`src/rtl/seg7_defs.vh`:
```
// Segment patterns (active-high abcdefg) for digits 0..F and blank, plus FSM state encodings.
// Shared by the receiver package and the classifier.
`ifndef SEG7_DEFS_VH
`define SEG7_DEFS_VH

`define SEG7_PAT_0     7'b1111110
`define SEG7_PAT_1     7'b0110000
`define SEG7_PAT_2     7'b1101101
`define SEG7_PAT_3     7'b1111001
`define SEG7_PAT_4     7'b0110011
`define SEG7_PAT_5     7'b1011011
`define SEG7_PAT_6     7'b1011111
`define SEG7_PAT_7     7'b1110000
`define SEG7_PAT_8     7'b1111111
`define SEG7_PAT_9     7'b1111011
`define SEG7_PAT_A     7'b1110111
`define SEG7_PAT_B     7'b0011111
`define SEG7_PAT_C     7'b1001110
`define SEG7_PAT_D     7'b0111101
`define SEG7_PAT_E     7'b1001111
`define SEG7_PAT_F     7'b1000111
`define SEG7_PAT_BLANK 7'b0000000

`define SEG7_ST_WAIT   1'b0
`define SEG7_ST_PEND   1'b1

`endif

```
`src/rtl/seg7_digit_rx_pkg.sv`:
```
// Shared types for the 7-segment receiver; SEG7_RX_HEX_EN widens decode to hex.
// Latency: none (types and a pure function only).
// Backpressure: not applicable.
`include "seg7_defs.vh"

package seg7_digit_rx_pkg;

    localparam int SEG_W = 8;

    typedef enum logic {
        ST_WAIT = `SEG7_ST_WAIT,
        ST_PEND = `SEG7_ST_PEND
    } state_t;

    typedef struct packed {
        logic       hit;
        logic       blank;
        logic [3:0] digit;
    } cls_t;

    function automatic logic [SEG_W-1:0] normalise(input logic [SEG_W-1:0] pins,
                                                   input bit               active_low);
        return active_low ? ~pins : pins;
    endfunction

endpackage

```
`src/rtl/seg7_classify.sv`:
```
// Maps an active-high abcdefg pattern to {hit, blank, digit}; SEG7_RX_HEX_EN adds A..F.
// Latency: combinational.
// Backpressure: none.
`include "seg7_defs.vh"

module seg7_classify
    import seg7_digit_rx_pkg::*;
(
    input  logic [6:0] seg,
    output cls_t       cls
);

    always_comb begin
        cls.hit   = 1'b1;
        cls.blank = 1'b0;
        cls.digit = 4'd0;
        case (seg)
            `SEG7_PAT_0: cls.digit = 4'd0;
            `SEG7_PAT_1: cls.digit = 4'd1;
            `SEG7_PAT_2: cls.digit = 4'd2;
            `SEG7_PAT_3: cls.digit = 4'd3;
            `SEG7_PAT_4: cls.digit = 4'd4;
            `SEG7_PAT_5: cls.digit = 4'd5;
            `SEG7_PAT_6: cls.digit = 4'd6;
            `SEG7_PAT_7: cls.digit = 4'd7;
            `SEG7_PAT_8: cls.digit = 4'd8;
            `SEG7_PAT_9: cls.digit = 4'd9;
`ifdef SEG7_RX_HEX_EN
            `SEG7_PAT_A: cls.digit = 4'd10;
            `SEG7_PAT_B: cls.digit = 4'd11;
            `SEG7_PAT_C: cls.digit = 4'd12;
            `SEG7_PAT_D: cls.digit = 4'd13;
            `SEG7_PAT_E: cls.digit = 4'd14;
            `SEG7_PAT_F: cls.digit = 4'd15;
`endif
            `SEG7_PAT_BLANK: begin
                cls.hit   = 1'b0;
                cls.blank = 1'b1;
            end
            default: cls.hit = 1'b0;
        endcase
    end

endmodule

```
`src/rtl/seg7_digit_rx.sv`:
```
// Samples async segment pins, waits for a stable pattern and delivers each new digit once (SEG7_RX_HEX_EN: hex).
// Latency: STABLE_CYCLES+2 edges from a pin change to valid.
// Backpressure: digit held while ready=0; pins are ignored until the pending digit is taken.
`include "seg7_defs.vh"

module seg7_digit_rx
    import seg7_digit_rx_pkg::*;
#(
    parameter bit          SEG_ACTIVE_LOW = 1'b1,
    parameter int unsigned STABLE_CYCLES  = 4
) (
    input  logic       clk,
    input  logic       rst,
    input  logic       a,
    input  logic       b,
    input  logic       c,
    input  logic       d,
    input  logic       e,
    input  logic       f,
    input  logic       g,
    input  logic       dp,
    output logic [3:0] digit,
    output logic       dp_out,
    output logic       valid,
    input  logic       ready,
    output logic       err,
    output logic [7:0] err_seg
);

    localparam logic [7:0]       STABLE_MAX = 8'(STABLE_CYCLES);
    // Pin level that normalises to an all-dark pattern, so reset reads as blank.
    localparam logic [SEG_W-1:0] PINS_IDLE  = SEG_ACTIVE_LOW ? 8'hFF : 8'h00;
    localparam logic [SEG_W-1:0] BLANK8     = {`SEG7_PAT_BLANK, 1'b0};

    logic [SEG_W-1:0] sync1_q, sync1_d, sync2_q, sync2_d;
    logic [7:0]       cnt_q, cnt_d;
    logic [SEG_W-1:0] marker_q, marker_d;
    state_t           state_q, state_d;
    logic [3:0]       digit_q, digit_d;
    logic             dp_out_q, dp_out_d;
    logic             valid_q, valid_d;
    logic             err_q, err_d;
    logic [7:0]       err_seg_q, err_seg_d;

    logic [SEG_W-1:0] seg_s;
    logic             stable;
    cls_t             cls;

    seg7_classify u_classify (
        .seg (seg_s[7:1]),
        .cls (cls)
    );

    always_comb begin
        sync1_d = {a, b, c, d, e, f, g, dp};
        sync2_d = sync1_q;
        seg_s   = normalise(sync2_q, SEG_ACTIVE_LOW);

        // The sample arriving with a change is already the first of its run.
        if (sync1_q != sync2_q) begin
            cnt_d = 8'd1;
        end else if (cnt_q != STABLE_MAX) begin
            cnt_d = cnt_q + 8'd1;
        end else begin
            cnt_d = cnt_q;
        end
        stable = (cnt_q == STABLE_MAX);

        state_d   = state_q;
        marker_d  = marker_q;
        digit_d   = digit_q;
        dp_out_d  = dp_out_q;
        valid_d   = valid_q;
        err_d     = 1'b0;
        err_seg_d = err_seg_q;

        if (state_q == ST_PEND) begin
            if (ready) begin
                valid_d = 1'b0;
                state_d = ST_WAIT;
            end
        end else if (stable && (seg_s != marker_q)) begin
            if (cls.blank) begin
                marker_d = BLANK8;
            end else if (cls.hit) begin
                digit_d  = cls.digit;
                dp_out_d = seg_s[0];
                valid_d  = 1'b1;
                marker_d = seg_s;
                state_d  = ST_PEND;
            end else begin
                err_d     = 1'b1;
                err_seg_d = seg_s;
                marker_d  = seg_s;
            end
        end
    end

    always_ff @(posedge clk) begin
        if (rst) begin
            sync1_q   <= PINS_IDLE;
            sync2_q   <= PINS_IDLE;
            cnt_q     <= 8'd0;
            marker_q  <= BLANK8;
            state_q   <= ST_WAIT;
            digit_q   <= 4'd0;
            dp_out_q  <= 1'b0;
            valid_q   <= 1'b0;
            err_q     <= 1'b0;
            err_seg_q <= 8'd0;
        end else begin
            sync1_q   <= sync1_d;
            sync2_q   <= sync2_d;
            cnt_q     <= cnt_d;
            marker_q  <= marker_d;
            state_q   <= state_d;
            digit_q   <= digit_d;
            dp_out_q  <= dp_out_d;
            valid_q   <= valid_d;
            err_q     <= err_d;
            err_seg_q <= err_seg_d;
        end
    end

    assign digit   = digit_q;
    assign dp_out  = dp_out_q;
    assign valid   = valid_q;
    assign err     = err_q;
    assign err_seg = err_seg_q;

endmodule

```
`config.mk`:
```
export PLATFORM = sky130hd
export DESIGN_NAME = seg7_digit_rx
export DESIGN_NICKNAME = d
export VERILOG_FILES = /design/src/rtl/seg7_digit_rx_pkg.sv /design/src/rtl/seg7_classify.sv /design/src/rtl/seg7_digit_rx.sv
export VERILOG_INCLUDE_DIRS = /design/src /design/src/rtl
export SDC_FILE = /design/constraint.sdc
export NUM_CORES = 1
export LEC_CHECK = 0
export ABC_CLOCK_PERIOD_IN_PS = 3400
export BUFFER_PORTS_ARGS = -buffer_cell sky130_fd_sc_hd__clkbuf_2
export CAP_MARGIN = 20
export CORE_UTILIZATION = 57
export DETAILED_ROUTE_END_ITERATION = 10
export GPL_TIMING_DRIVEN = 0
export PLACE_DENSITY_LB_ADDON = 0.1
export SKIP_CTS_REPAIR_TIMING = 1
export SLEW_MARGIN = 0
export SYNTH_ARGS = -nofsm -noshare
export SYNTH_HDL_FRONTEND = slang
export SYNTH_HIERARCHICAL = 1
export SYNTH_SLANG_ARGS = --single-unit
```
`constraint.sdc`:
```
create_clock -name clk -period 3.4 [get_ports clk]
set_input_delay 0.68 -clock clk [delete_from_list [all_inputs] [get_ports clk]]
set_output_delay 0.68 -clock clk [all_outputs]
set_load 0.005 [all_outputs]
```
==> load_flow_metrics.sql <==
INSERT INTO impl_metrics (metric_group, metric, value, unit) VALUES
('status', 'status', 'finished, final reports clean', ''),
('logic_synthesis', 'synth_largest_type_area_fraction', '41.9', '%'),
('logic_synthesis', 'share_of_flip_flops_with_an_asynchronous_set_or_reset_after_synthesis', '0', '%'),
('worst_setup_path', 'data_required_time_of_the_critical_path', '3590', 'ps'),
('sta', 'worst_setup_slack_after_layout', '501', 'ps'),
('sta', 'rsz0062_at_grt', 'no', ''),
('layout', 'area_growth_syn_to_layout', '11.8', '%'),
('global_routing', 'first_pass_grt_wire_length', '7150', 'um'),
('floorplanning', 'start_util', '60.9', '%'),
('logic_synthesis', 'synth.top_cells.by_area', 'sky130_fd_sc_hd__dfxtp_1 42%, sky130_fd_sc_hd__xor2_1 5.0%, sky130_fd_sc_hd__or2_2 4.6%, sky130_fd_sc_hd__mux2_2 4.4%, sky130_fd_sc_hd__xnor2_1 4.2%', ''),
('detailed_routing', 'final_antenna_net_count', '0', ''),
('power', 'design_power_total', '0.000993', 'W'),
('logic_synthesis', 'number_of_flops_mapped_to_enable_cells_by_yosys', '0', ''),
('detailed_routing', 'drt-total-wl', '4190', 'um'),
('cts', 'path_clk_slew', '80', 'ps'),
('hold_path', 'hold-path-cell-count', '2', ''),
('detailed_routing', 'post-route-drc-count', '0', ''),
('place', 'hpwl', '3110', 'um'),
('worst_setup_path', 'critPathLaunchType', 'register', ''),
('global_routing', 'groute.usage.overall', '22.1', '%'),
('global_routing', 'globalRouteOverflowTotal', '0', ''),
('floorplanning', 'die_x', '65.5', 'um'),
('detailed_routing', 'post_drt_wl_per_cell', '12.8', 'um'),
('cts', 'clockBufferDepth', '2', ''),
('place', 'pre_cts_slack', '532', 'ps'),
('detailed_routing', 'avgViaCountPerCell', '5.25', ''),
('cts', 'cts-buffers-inserted', '5', ''),
('logic_synthesis', 'syn_area', '2300', 'sq um'),
('sta', 'slew_viol_final', '0', ''),
('power', 'leakagePower', '1.04', 'nW'),
('detailed_routing', 'drt_iter0_drc', '52', ''),
('cts', 'clk_root_buffer_cell', 'sky130_fd_sc_hd__clkbuf_8', ''),
('global_routing', 'first_global_vias', '1611', ''),
('sta', 'fin_worst_skew', '6.40', 'ps'),
('layout', 'finalNetCount', '291', ''),
('worst_setup_path', 'worst_ep_arrival_time', '3090', 'ps'),
('worst_setup_path', 'worst-r2r-cell-count', '8', ''),
('sta', 'fmax', '345', 'MHz'),
('cts', 'clk_latency_worst_skew_pair', '300', 'ps'),
('cts', 'cts_tree', 'yes', ''),
('logic_synthesis', 'netlist-cell-type-count', '45', ''),
('floorplanning', 'die_boundary_height', '65.5', 'um'),
('logic_synthesis', 'synth_top_area_cell', 'sky130_fd_sc_hd__dfxtp_1', ''),
('sta', 'setup_violations', '0', ''),
('sta', 'setup_tns', '0', 'ps'),
('cts', 'cts_num_sinks', '48', ''),
('worst_setup_path', 'critical_path.max_fanout', '10', ''),
('power', 'power_density', '387', 'nW/um^2'),
('cts', 'h-tree-depth', '2', ''),
('logic_synthesis', 'ys_seq_area_share', '41.9', '%'),
('logic_synthesis', 'synth_nets', '259', ''),
('global_routing', 'antenna_found_initial', '0', ''),
('sta', 'layout_min_cycle_time', '2900', 'ps'),
('worst_setup_path', 'criticalPathCategory', 'reg2reg', ''),
('sta', 'timing.final.hold_violations', '0', ''),
('detailed_routing', 'drt_pass1_iterations', '4', ''),
('logic_synthesis', 'yosysWarningCount', '6', ''),
('sta', 'slew_headroom', '48.7', '%'),
('floorplanning', 'row_count', '22', ''),
('run', 'max_cap_viol_count', '0', ''),
('global_routing', 'grt_start_max_net_pins', '15', ''),
('hold_path', 'holdCritPathClass', 'reg2reg', ''),
('worst_setup_path', 'cp-end-kind', 'register', ''),
('floorplanning', 'io_pins', '26', ''),
('logic_synthesis', 'ys_ff_latch', '48', ''),
('logic_synthesis', 'ys_dominant_reg_cell', 'sky130_fd_sc_hd__dfxtp_1', ''),
('power', 'power.ir.vdd_worst', '0.304', 'mV'),
('floorplanning', 'core', '3770', 'sq um'),
('logic_synthesis', 'postSynthCellCount', '246', ''),
('sta', 'tightest_pin_transition', '763', 'ps'),
('layout', 'drive_above_1_share', '26.9', '%'),
('sta', 'period_share', '85.3', '%'),
('layout', 'num-fill-cells', '325', ''),
('logic_synthesis', 'syn_area_per_cell', '9.33', 'sq um'),
('place', 'finalWeightedCongestion', '0.845', ''),
('detailed_routing', 'detailroute.via_count', '1716', ''),
('place', 'numPortBuffers', '24', ''),
('floorplanning', 'die-area', '4290', 'sq um'),
('layout', 'num_antenna_cells', '0', '');
registers in the layout, summed over array words and instances, names as in the netlist:
name	count
cnt_q	8
err_seg	8
marker_q	8
sync1_q	8
sync2_q	8
digit	4
dp_out	1
err	1
state_q	1
valid	1
cell type report:
| cell class | instances | area [sq um] | area share (%) |
|---|---|---|---|
| Sequential cell | 48 | 961 | 37.4 |
| Clock inverter | 1 | 8.76 | 0.341 |
| Inverter | 10 | 37.5 | 1.46 |
| Multi-Input combinational cell | 176 | 1220 | 47.4 |
| Tap cell | 48 | 60.1 | 2.34 |
| Timing Repair Buffer | 25 | 125 | 4.88 |
| Buffer | 12 | 80.1 | 3.12 |
| Clock buffer | 7 | 76.3 | 2.97 |
power breakdown:
group | leakage (nW) | internal (W) | switching, W
logic | 0.607 | 0.0000373 | 0.0000447
clock network | 0.0424 | 0.000147 | 0.000182
registers | 0.391 | 0.000572 | 0.0000113
per-stage QoR:
stage	std cells	cell area, sq um	util, %	hold WS [ps]
2_1_floorplan	246	2300	-	439
3_3_place_gp	318	2480	65.7	443
3_5_place_dp	319	2480	65.8	448
4_1_cts	327	2570	68.0	461
5_1_grt	327	2570	68.0	491
6_report	327	2570	68.0	457
cell usage in the layout, fill, tap and decap left out, types with 2 or more instances in the layout:
cell type and instances:
sky130_fd_sc_hd__dfxtp_1 48, sky130_fd_sc_hd__clkbuf_2 24, sky130_fd_sc_hd__nor2_1 20, sky130_fd_sc_hd__or2_2 17
sky130_fd_sc_hd__nand2_1 15, sky130_fd_sc_hd__xor2_1 13, sky130_fd_sc_hd__a21oi_1 13, sky130_fd_sc_hd__xnor2_1 11
sky130_fd_sc_hd__inv_1 10, sky130_fd_sc_hd__or3_1 10, sky130_fd_sc_hd__nand2b_1 10, sky130_fd_sc_hd__nor2b_1 9
sky130_fd_sc_hd__mux2_2 9, sky130_fd_sc_hd__clkbuf_1 7, sky130_fd_sc_hd__nand4_1 7, sky130_fd_sc_hd__nand3_1 6
sky130_fd_sc_hd__clkbuf_8 5, sky130_fd_sc_hd__buf_2 4, sky130_fd_sc_hd__mux2i_1 4, sky130_fd_sc_hd__buf_6 3
sky130_fd_sc_hd__nor3_1 3, sky130_fd_sc_hd__and3_1 2, sky130_fd_sc_hd__ha_1 2, sky130_fd_sc_hd__a31oi_1 2
sky130_fd_sc_hd__o21ai_0 2
critical path, cell delays in order (launching register included):
cell and delay, ps:
sky130_fd_sc_hd__dfxtp_1 460, sky130_fd_sc_hd__inv_1 90, sky130_fd_sc_hd__buf_6 150, sky130_fd_sc_hd__or4_1 500, sky130_fd_sc_hd__nor4_1 590, sky130_fd_sc_hd__buf_2 270
sky130_fd_sc_hd__o21bai_1 220, sky130_fd_sc_hd__or4_4 220, sky130_fd_sc_hd__mux2_4 290
worst paths after layout:
path	from	endpoint	slack (ps)
worst max register to register	sync2_q[1]	dp_out	500
worst max-delay path	sync2_q[1]	dp_out	500
worst min-delay path	valid	valid	460
worst min register to register	valid	valid	460
Yosys cell counts (all sizes together) (2+ instances only):
master	n
dfxtp	48
nor2	20
or2	17
nand2	15
a21oi	13
xor2	13
xnor2	11
inv	10
mux2	10
nand2b	10
or3	10
nor2b	9
nand3	7
nand4	7
buf	6
clkbuf	5
mux2i	4
nor3	4
and3	3
o21ai	3
a31oi	2
ha	2
nor4	2
nor4b	2
or4	2
per-layer routing:
layer,up-vias,global-route usage [%],wire [um]
met5,-,0,0
met4,0,9.78,61
met3,6,4.51,126
met2,28,36.1,1960
met1,791,28.0,2040
li1,891,-,-
logic make-up after synthesis:
group,share of synthesized area (%)
flip-flops,41.9
AND/OR/NAND/NOR,29.9
adder cells (fa/ha/maj),1.09
AO/OA/AOI/OAI,6.05
XOR/XNOR,9.16
buffers and inverters,5.12
multiplexers,6.81
No activity file was read; power rests on OpenSTA's default activity.
